`config.mk`:
```
export PLATFORM = sky130hd
export DESIGN_NAME = pulse_shaper
export DESIGN_NICKNAME = d
export VERILOG_FILES = /design/src/rtl/pulse_shaper.sv
export SDC_FILE = /design/constraint.sdc
export NUM_CORES = 1
export LEC_CHECK = 0
export ABC_AREA = 1
export CAP_MARGIN = 20
export CELL_PAD_IN_SITES_DETAIL_PLACEMENT = 1
export CELL_PAD_IN_SITES_GLOBAL_PLACEMENT = 1
export CORE_ASPECT_RATIO = 1.4
export CORE_MARGIN = 10
export CORE_UTILIZATION = 42
export DETAILED_ROUTE_END_ITERATION = 6
export PLACE_DENSITY_LB_ADDON = 0.1
export SYNTH_ARGS = -nofsm -noshare
export SYNTH_HDL_FRONTEND = slang
export SYNTH_SLANG_ARGS = --single-unit
export TNS_END_PERCENT = 20
```
`constraint.sdc`:
```
create_clock -name clk -period 3.3 [get_ports clk]
set_input_delay 0.33 -clock clk [delete_from_list [all_inputs] [get_ports clk]]
set_output_delay 0.33 -clock clk [all_outputs]
set_load 0.05 [all_outputs]
```
`src/rtl/pulse_shaper.sv`:
```
// Retriggerable pulse shaper: each trig rising edge requests one fixed-width
// pulse; requests arriving while busy are queued in a saturating counter.
module pulse_shaper #(
    parameter int HIGH_LEN = 8,
    parameter int LOW_LEN  = 8,
    parameter int PEND_W   = 4
) (
    input  logic              clk,
    input  logic              rst_n,
    input  logic              trig,
    input  logic              enable,
    input  logic              clr_ovf,
    output logic              out,
    output logic              busy,
    output logic [PEND_W-1:0] pending,
    output logic              ovf
);

    localparam int MAX_LEN = (HIGH_LEN > LOW_LEN) ? HIGH_LEN : LOW_LEN;
    localparam int CNT_W   = (MAX_LEN > 1) ? $clog2(MAX_LEN) : 1;
    localparam logic [CNT_W-1:0]  HIGH_LAST = CNT_W'(HIGH_LEN - 1);
    localparam logic [CNT_W-1:0]  LOW_LAST  = CNT_W'(LOW_LEN - 1);
    localparam logic [PEND_W-1:0] PEND_MAX  = '1;

    typedef enum logic [1:0] {
        IDLE,
        HIGH,
        GAP
    } state_t;

    state_t           state;
    logic [CNT_W-1:0] cnt;
    logic             trig_d;
    logic             armed;
    logic             req;
    logic             eligible;
    logic             start;
    logic             drop;

    // armed masks the first edge after reset so a trig already high is not a request
    always_comb begin
        req      = trig & ~trig_d & armed;
        eligible = (state == IDLE) || ((state == GAP) && (cnt == LOW_LAST));
        start    = eligible & enable & (req | (pending != '0));
        drop     = req & ~start & (pending == PEND_MAX);
    end

    always_ff @(posedge clk or negedge rst_n) begin
        if (!rst_n) begin
            state   <= IDLE;
            cnt     <= '0;
            trig_d  <= 1'b0;
            armed   <= 1'b0;
            out     <= 1'b0;
            busy    <= 1'b0;
            pending <= '0;
            ovf     <= 1'b0;
        end else begin
            trig_d <= trig;
            armed  <= 1'b1;

            // a request in the start cycle is consumed by that start
            if (start && !req)
                pending <= pending - 1'b1;
            else if (!start && req && (pending != PEND_MAX))
                pending <= pending + 1'b1;

            if (drop)
                ovf <= 1'b1;
            else if (clr_ovf)
                ovf <= 1'b0;

            case (state)
                IDLE: begin
                    if (start) begin
                        state <= HIGH;
                        cnt   <= '0;
                        out   <= 1'b1;
                        busy  <= 1'b1;
                    end
                end
                HIGH: begin
                    if (cnt == HIGH_LAST) begin
                        state <= GAP;
                        cnt   <= '0;
                        out   <= 1'b0;
                    end else begin
                        cnt <= cnt + 1'b1;
                    end
                end
                GAP: begin
                    if (start) begin
                        state <= HIGH;
                        cnt   <= '0;
                        out   <= 1'b1;
                    end else if (cnt == LOW_LAST) begin
                        state <= IDLE;
                        cnt   <= '0;
                        busy  <= 1'b0;
                    end else begin
                        cnt <= cnt + 1'b1;
                    end
                end
                default: begin
                    state <= IDLE;
                    cnt   <= '0;
                    out   <= 1'b0;
                    busy  <= 1'b0;
                end
            endcase
        end
    end

endmodule
```
==> flow_metrics.py <==
metrics = {
    "synth": {
        "synth_mux_area_frac": 0,
        "synth_edf_count": 0,
        "syn-num-nets": 119,
        "yosysTopAreaCell": "dfrtp_1",
        "synth_top_area_share": 0.4052,
        "synthTopCellsByArea": "dfrtp_1, nand2_1, ha_1",
        "synth_xor_area_frac": 0.03039,
        "ys_seq_elements": 14,
        "synthSimpleGateAreaFrac": 0.2605,
        "yosys_warnings": 0,
        "synthArstFlopShare": 1.000,
        "syn_avg_cell_area_um2": 8.080,
        "ys_types": 22,
        "synth-seq-area-share": 0.4052,
        "syn_area_um2": 864.6,
        "synth-adder-area-share": 0.1013,
        "synth_flop_cell": "dfrtp_1",
        "synth_compound_area_frac": 0.1158,
        "synth_top_family_by_area": "simple AND/OR/NAND/NOR gates",
        "syn_inst": 107,
    },
    "critical_path": {
        "end_kind": "flop",
        "arrival_ns": 2.40,
        "cp.required_ns": 3.52,
        "path_max_fanout": 5,
        "cp_common_cell": "inv_1",
        "crit_chain": "inv_1 > ha_1 > inv_2 > a21oi_4 > nand4_1 > nand2_1 > inv_1 > ha_1 > inv_1 > nand2_1 > xor2_1 > a21oi_1",
        "cp_slowest_cell": "dfrtp_1",
        "slowest_delay_ns": 0.42,
        "start_kind": "flop",
        "critPathKind": "flop to flop",
    },
    "hold_path": {
        "hold_class": "input pin to asynchronous set/reset pin",
    },
    "layout": {
        "fin_cells": 143,
        "syn2layout_area_growth_pct": 19.97,
        "num-nets-final": 135,
        "fillers": 256,
        "final_cell_mix": "nand2_1, inv_1, dfrtp_1, clkdlybuf4s50_1, nand3_1",
        "design_area_mm2": 0.001037,
        "final_common_cell": "nand2_1",
        "antennaDiodeCount": 0,
        "final_layout_size_suffix_gt1_frac": 0.09016,
        "postLayoutCoreUtil": 0.5257,
    },
    "placement": {
        "place_hpwl_mm": 1.667,
        "dp_slack_ns": 1.131,
        "io_buffers": 11,
        "postPlaceCellArea_mm2": 0.001001,
        "gp_congestion": 0.7947,
        "dp.cells": 139,
    },
    "grt": {
        "grt_pass1_wl_mm": 3.746,
        "antenna_found_initial": 0,
        "grt_max_degree": 15,
        "grt_overflow": 0,
        "grt_pass1_vias": 877,
        "gr-usage-all-layers": 0.1100,
    },
    "sta": {
        "hold_violations": 0,
        "tightest_slew_ns": 0.6720,
        "timing.hold.ws_ns": 0.4393,
        "setup_ws_ns": 1.122,
        "maxSlewViolCount": 0,
        "setup_violations": 0,
        "slew-limit-headroom": 0.5506,
        "clock.fmax_ghz": 0.4592,
        "clock-skew-final_ns": 0.004468,
        "tns_ns": 0,
        "grt_setup_unrepaired": "false",
        "period_minus_slack_ns": 2.178,
        "fin_crit_sh": 0.6599,
    },
    "floorplan": {
        "floorplan.initialDensity": 0.4382,
        "io_pins": 12,
        "die_area_mm2": 0.004299,
        "core-area_mm2": 0.001973,
        "rows": 19,
        "fp.dieH_um": 73.69,
        "die_w_um": 58.35,
    },
    "clock_network": {
        "cts_resized": 0,
        "cts_root_buf": "clkbuf_4",
        "postCtsSetupBuffers": 0,
        "numCtsBuffers": 3,
        "h-tree-depth": 1,
        "cts_tree": "done",
        "cts_max_path_buffers": 2,
        "clk_latency_ns": 0.29,
        "cts_num_sinks": 14,
        "clkTransAtPathRegs_ns": 0.09,
        "hold_buffers": 0,
    },
    "route": {
        "drc": 0,
        "via_per_inst": 5.294,
        "dr.first_iter.drc_count": 3,
        "vias": 757,
        "wirelength_mm": 2.068,
        "dr.pass1.iters": 3,
        "ant_nets": 0,
        "wire_per_inst_um": 14.46,
    },
    "power": {
        "p_sw_mw": 0.5449,
        "worst_ir_drop_vdd_mv": 0.4061,
        "p_per_area_mw_per_mm2": 1024,
        "p_total_mw": 1.063,
        "seqPwrFrac": 0.266,
        "clockPowerShare": 0.122,
        "p_sw_frac": 0.5128,
        "combPwrFrac": 0.612,
        "intPower_mw": 0.5177,
        "p_leak_nw": 0.5397,
    },
    "flow_run": {
        "drv_cap": 0,
    },
    "run_status": {
        "outcome": "complete, no violations",
    },
}
## area by class of cell
| class | count | area (um^2) | area share |
|---|---|---|---|
| tap | 21 | 26.28 | 0.02533 |
| inverter | 19 | 71.32 | 0.06876 |
| sequential | 14 | 350.3 | 0.3378 |
| multi-input combinational | 74 | 442.9 | 0.4270 |
| clock buffer | 4 | 36.28 | 0.03498 |
| timing repair buffer | 11 | 110.1 | 0.1062 |
## power by group through the flow
stage          registers [mW]  clock network [mW]  logic [mW]
2_1_floorplan           0.401                   0       0.351
3_3_place_gp            0.285                   0       0.637
3_5_place_dp            0.287                   0       0.658
4_1_cts                 0.284               0.133       0.664
5_1_grt                 0.293               0.139       0.732
6_report                0.283               0.129       0.650
## state kept, by name, summed over array words and instances (netlist names)
signal	count
armed	1
busy	1
cnt	3
out	1
ovf	1
pending	4
state	2
trig_d	1
## worst paths after layout
check,start,endpoint,slack [ns],depth (start not counted)
setup / recovery,state[1]$_DFFE_PN0P_,pending[2]$_DFFE_PN0P_,1.12,12
hold / removal,rst_n,cnt[1]$_DFFE_PN0N_,0.44,1
setup reg to reg,state[1]$_DFFE_PN0P_,pending[2]$_DFFE_PN0P_,1.12,12
hold reg to reg,out$_DFFE_PN0P_,out$_DFFE_PN0P_,0.50,2
max in group asynchronous,rst_n,cnt[2]$_DFFE_PN0N_,2.43,1
min in group clk,out$_DFFE_PN0P_,out$_DFFE_PN0P_,0.50,2
## worst max-delay path: cells and delay by family, from the launching register on
family | cells | cell delay (ns)
buffers and inverters | 4 | 0.32
DFF | 1 | 0.42
xor gates and xnor gates | 1 | 0.16
adders and majority gates | 2 | 0.45
AOI/OAI and AO/OA | 2 | 0.37
and+or+nand+nor | 3 | 0.39
## per-layer routing
layer / vias up / part of all wire / wire length, um / GRT usage
li1: 369 / - / - / -
met1: 375 / 0.34 / 702 / 0.09619
met2: 8 / 0.60 / 1235 / 0.2154
met3: 5 / 0.038 / 79 / 0.02414
met4: 0 / 0.025 / 51 / 0.06545
met5: - / 0 / 0 / 0
## logic make-up (layout without fill, tap and decap cells)
logic type                 Yosys count  in the layout
adders and majority gates            7              7
and+or+nand+nor                     48             48
buffers and inverters               19             34
xor gates and xnor gates             3              3
DFF                                 14             14
AOI/OAI and AO/OA                   15             15
other                                1              1
## synth_stat cells, types with 2 or more instances
cell type,instances
o21ai_0,7
nand3_1,8
dfrtp_1,14
nand4_1,3
xor2_1,3
nand2_1,25
ha_1,7
inv_1,18
a21oi_1,3
nand2_2,2
nor2_1,6
Note: power is estimated with default switching activity, not from simulation.
==> RTL edit 1, RTL diff (same settings) <==
Make the reset (`rst_n`) synchronous in one clocked block.
--- a/src/rtl/pulse_shaper.sv
+++ b/src/rtl/pulse_shaper.sv
@@ -47,3 +47,3 @@
 
-    always_ff @(posedge clk or negedge rst_n) begin
+    always_ff @(posedge clk) begin
         if (!rst_n) begin
Formal check against the unedited RTL: differs if rst_n is asserted again (counterexample within 4 cycles, from zero or initial values and one cycle with rst_n low); with rst_n held inactive, the same outputs for 10 cycles.
==> RTL edit 1 against the original RTL <==
Die area is 3.7% lower. Area after synthesis is 5.4% lower. Design area is 5.3% lower. Power is 0.82% higher. Sequential power is 4% lower. Routed wire length is 2.3% lower. Largest power group unchanged. Critical path depth is 2 lower. Fmax is 1.3% higher. Clock power is 5% lower. Sequential cell count stayed put. Setup slack better by 28 ps. Largest cell class unchanged. Clock skew is 2.9 ps lower.
==> RTL edit 1: results <==
metrics = {
    "clock_network": {
        "cts_buffers": 3,
        "post_cts_buffers": 0,
        "path_clk_slew_ps": 80,
        "ctsHtreeMaxLevel": 1,
    },
    "route": {
        "vias_per_cell": 5.31,
        "wl_per_cell_um": 14.0,
        "drt_iter0_drc": 9,
        "firstDrtPassIters": 4,
    },
    "worst_hold_path": {
        "hp-start": "ovf",
        "hold_class": "reg -> reg",
    },
    "finish": {
        "top_regs": "pending x4, cnt x3, state x2",
        "final_nets": 137,
        "nFillCells": 242,
        "drive_above_1_share": 0.0887,
    },
    "setup_path": {
        "r2r_slack_ps": 1150,
        "cp_max_fo": 6,
        "cp-endpoint": "pending[2]",
        "r2r_cells": 10,
        "critPathSlowestCell": "dfxtp_1",
        "slowest_delay_ps": 370,
        "cp-startpoint": "cnt[0]",
        "arrival_ps": 2330,
    },
    "placement": {
        "dp_slack_ps": 1130,
        "dpl.hpwl_um": 1660,
        "globalplace.congestion": 0.809,
    },
    "power": {
        "ir_drop_v": 0.000520,
        "power_leakage_uw": 0.000475,
        "intPower_uw": 519,
    },
    "global_route": {
        "grt_max_degree": 11,
        "grt_usage": 0.105,
        "antenna_found_initial": 0,
        "grt_pass1_wl_um": 3560,
        "grt_pass1_vias": 794,
    },
    "synthesis": {
        "synthesis.nets": 122,
        "yosys-top-cells-count": "nand2_1 (24), inv_1 (16), dfxtp_1 (14)",
        "synth_top_family_by_area": "simple AND/OR/NAND/NOR gates",
        "synth.area.top_cells": "dfxtp_1 (34%), nand2_1 (11%), ha_1 (11%)",
        "synthAdderAreaFrac": 0.107,
        "synth_xor_area_frac": 0.0107,
        "synth_seq_area_share": 0.343,
        "synth_top_area_share": 0.343,
        "async_reset_ff_frac": 0,
        "synth_compound_area_frac": 0.139,
        "synthDistinctLibCells": 20,
    },
    "outcome": {
        "status": "complete, no violations",
    },
    "floorplan": {
        "start_util": 0.454,
    },
    "sta": {
        "skew_ps": 1.58,
        "worst_pin_slew_ps": 505,
    },
}
-- RTL edit 1: cell count changes after synthesis, moves of 2 or more --
cell,delta
xor2_1,-2
nand3_1,+3
a21oi_1,+8
inv_1,-2
nor2_1,+4
o21ai_0,-5
dfxtp_1,+14
dfrtp_1,-14
-- RTL edit 1: area by class of cell --
class,instances,area [um^2],share of cell area
timing repair buffer,11,110,0.112
inverter,16,60.1,0.0611
tap,20,25.0,0.0255
sequential,14,280,0.285
clock buffer,4,36.3,0.0369
multi-input combinational,79,470,0.479
-- RTL edit 1: worst min path at each step --
stage / end / slack, ps / cells past startpoint
finish: ovf / 470 / 2
global route: ovf / 520 / 2
CTS: ovf / 470 / 2
detailed placement: ovf / 460 / 2
global placement: busy / 450 / 2
floorplan: armed / 360 / 0
-- RTL edit 1: routing by layer --
| layer | vias up | GRT usage | wire (um) |
|---|---|---|---|
| li1 | 390 | - | - |
| met1 | 361 | 0.107 | 822 |
| met2 | 9 | 0.193 | 1080 |
| met3 | 5 | 0.0296 | 80 |
| met4 | 0 | 0.0471 | 38 |
| met5 | - | 0 | 0 |
-- RTL edit 1: through the flow --
step,instances,utilization,cell area [um^2]
4_1_cts,144,0.545,982
3_3_place_gp,140,0.525,946
3_5_place_dp,140,0.525,946
5_1_grt,144,0.545,982
2_1_floorplan,110,-,818
6_report,144,0.545,982
-- RTL edit 1: power by group through the flow --
stage	clock (uW)	combinational, uW	sequential [uW]
after detailed placement	0	678	277
after global routing	134	755	281
after floorplan	0	411	368
after global placement	0	659	273
after CTS	125	685	272
final	123	676	272
-- RTL edit 1: logic make-up after synthesis --
| logic type | count (synthesis) |
|---|---|
| and+or+nand+nor | 54 |
| AOI/OAI and AO/OA | 17 |
| buffers and inverters | 17 |
| DFF | 14 |
| adders and majority gates | 7 |
| xor gates and xnor gates | 1 |
==> RTL edit 2, RTL diff (same settings) <==
Made on the original files. Change the parameter `HIGH_LEN` from 8 to 4.
--- a/src/rtl/pulse_shaper.sv
+++ b/src/rtl/pulse_shaper.sv
@@ -3,3 +3,3 @@
 module pulse_shaper #(
-    parameter int HIGH_LEN = 8,
+    parameter int HIGH_LEN = 4,
     parameter int LOW_LEN  = 8,
Behaviour: not the same (a bounded check fails within 10 cycles, from zero or initial values and one cycle with rst_n low).
==> RTL edit 2 against the original RTL <==
Setup slack gained 27 ps. Routed wire length up 2.2%. Sequential cell count unchanged. Design area grew 1.9%. Fmax grew 1.2%. Largest cell class unchanged. Area after synthesis increased by 2.3%. Power fell by 0.46%.
==> RTL edit 2: results <==
metrics = {
    "global_route": {
        "grt_max_degree": 15,
        "grt_pass1_wl_um": 3720,
        "met2_usage": 0.218,
        "grt_use_met1": 0.0961,
        "grt_usage": 0.109,
        "grt_pass1_vias": 873,
        "grtUsageMet3": 0.0204,
    },
    "placement": {
        "dpl.hpwl_um": 1780,
        "post_dp_cell_area_um2": 1020,
        "globalplace.congestion": 0.901,
    },
    "setup_path": {
        "r2r_slack_ps": 1150,
        "cp-startpoint": "state[0]",
    },
    "sta": {
        "skew_ps": 0.832,
        "fin_hold_ws_ps": 451,
        "worst_pin_slew_ps": 653,
    },
    "synthesis": {
        "synth_xor_area_frac": 0.0297,
        "yosys-top-cells-count": "nand2_1 (28), inv_1 (18), dfrtp_1 (14)",
        "synthAdderAreaFrac": 0.127,
        "synthDistinctLibCells": 25,
        "synth_seq_area_share": 0.396,
        "synth.area.top_cells": "dfrtp_1 (40%), ha_1 (13%), nand2_1 (12%)",
        "synth_compound_area_frac": 0.122,
    },
    "finish": {
        "final_nets": 142,
        "top_regs": "pending x4, cnt x3, state x2",
        "drive_above_1_share": 0.0787,
    },
    "route": {
        "vias": 756,
        "wl_per_cell_um": 14.3,
    },
    "power": {
        "ir_drop_v": 0.000407,
        "power_leakage_uw": 0.000532,
    },
    "clock_network": {
        "clk_latency_ps": 270,
    },
    "outcome": {
        "status": "complete, no violations",
    },
}
-- RTL edit 2: final cells by class --
cell class | instances | area [um^2]
Clock buffer | 4 | 36.3
Fill cell | 254 | 940
Inverter | 21 | 78.8
Multi-Input combinational cell | 77 | 455
Sequential cell | 14 | 350
Tap cell | 21 | 26.3
Timing Repair Buffer | 11 | 110
-- RTL edit 2: metrics by stage --
step	cells	utilization	setup WS, ps
after floorplan	112	-	1390
final	148	0.529	1150
after CTS	148	0.529	1110
after global routing	148	0.529	883
after global placement	144	0.511	1280
after detailed placement	144	0.511	1120
-- RTL edit 2: layer usage --
metal / vias to the layer above / share of wire
li1: 381 / -
met1: 359 / 0.37
met2: 10 / 0.58
met3: 6 / 0.030
met4: 0 / 0.021
met5: - / 0
-- RTL edit 2: kinds of logic (layout without fill, tap and decap cells) --
| kind of cell | Yosys count | after routing |
|---|---|---|
| xor gates and xnor gates | 3 | 3 |
| buffers and inverters | 21 | 36 |
| adders and majority gates | 9 | 9 |
| AOI/OAI and AO/OA | 16 | 16 |
| and+or+nand+nor | 48 | 48 |
| other | 1 | 1 |
| DFF | 14 | 14 |
-- RTL edit 2: worst max path at each step --
stage	cells past startpoint	slack [ps]	endpoint
global route	12	880	pending[2]
global placement	12	1280	pending[2]
floorplan	12	1390	pending[2]
finish	12	1150	pending[2]
detailed placement	12	1120	pending[2]
CTS	12	1110	pending[2]
-- RTL edit 2: worst max-delay path: stages, from the launching register on --
cell and delay [ps]:
dfrtp_1 400, inv_1 110, ha_1 280, inv_2 100, a21oi_4 220, nand4_1 180, nand2_1 140, inv_2 50
ha_1 170, inv_1 50, nand2_1 50, xor2_1 160, o21ai_0 150
-- RTL edit 2: power breakdown --
group,internal (uW),total (uW),switching (uW)
clock,67.1,121,53.9
sequential,232,291,58.9
combinational,217,646,429
total,516,1060,541
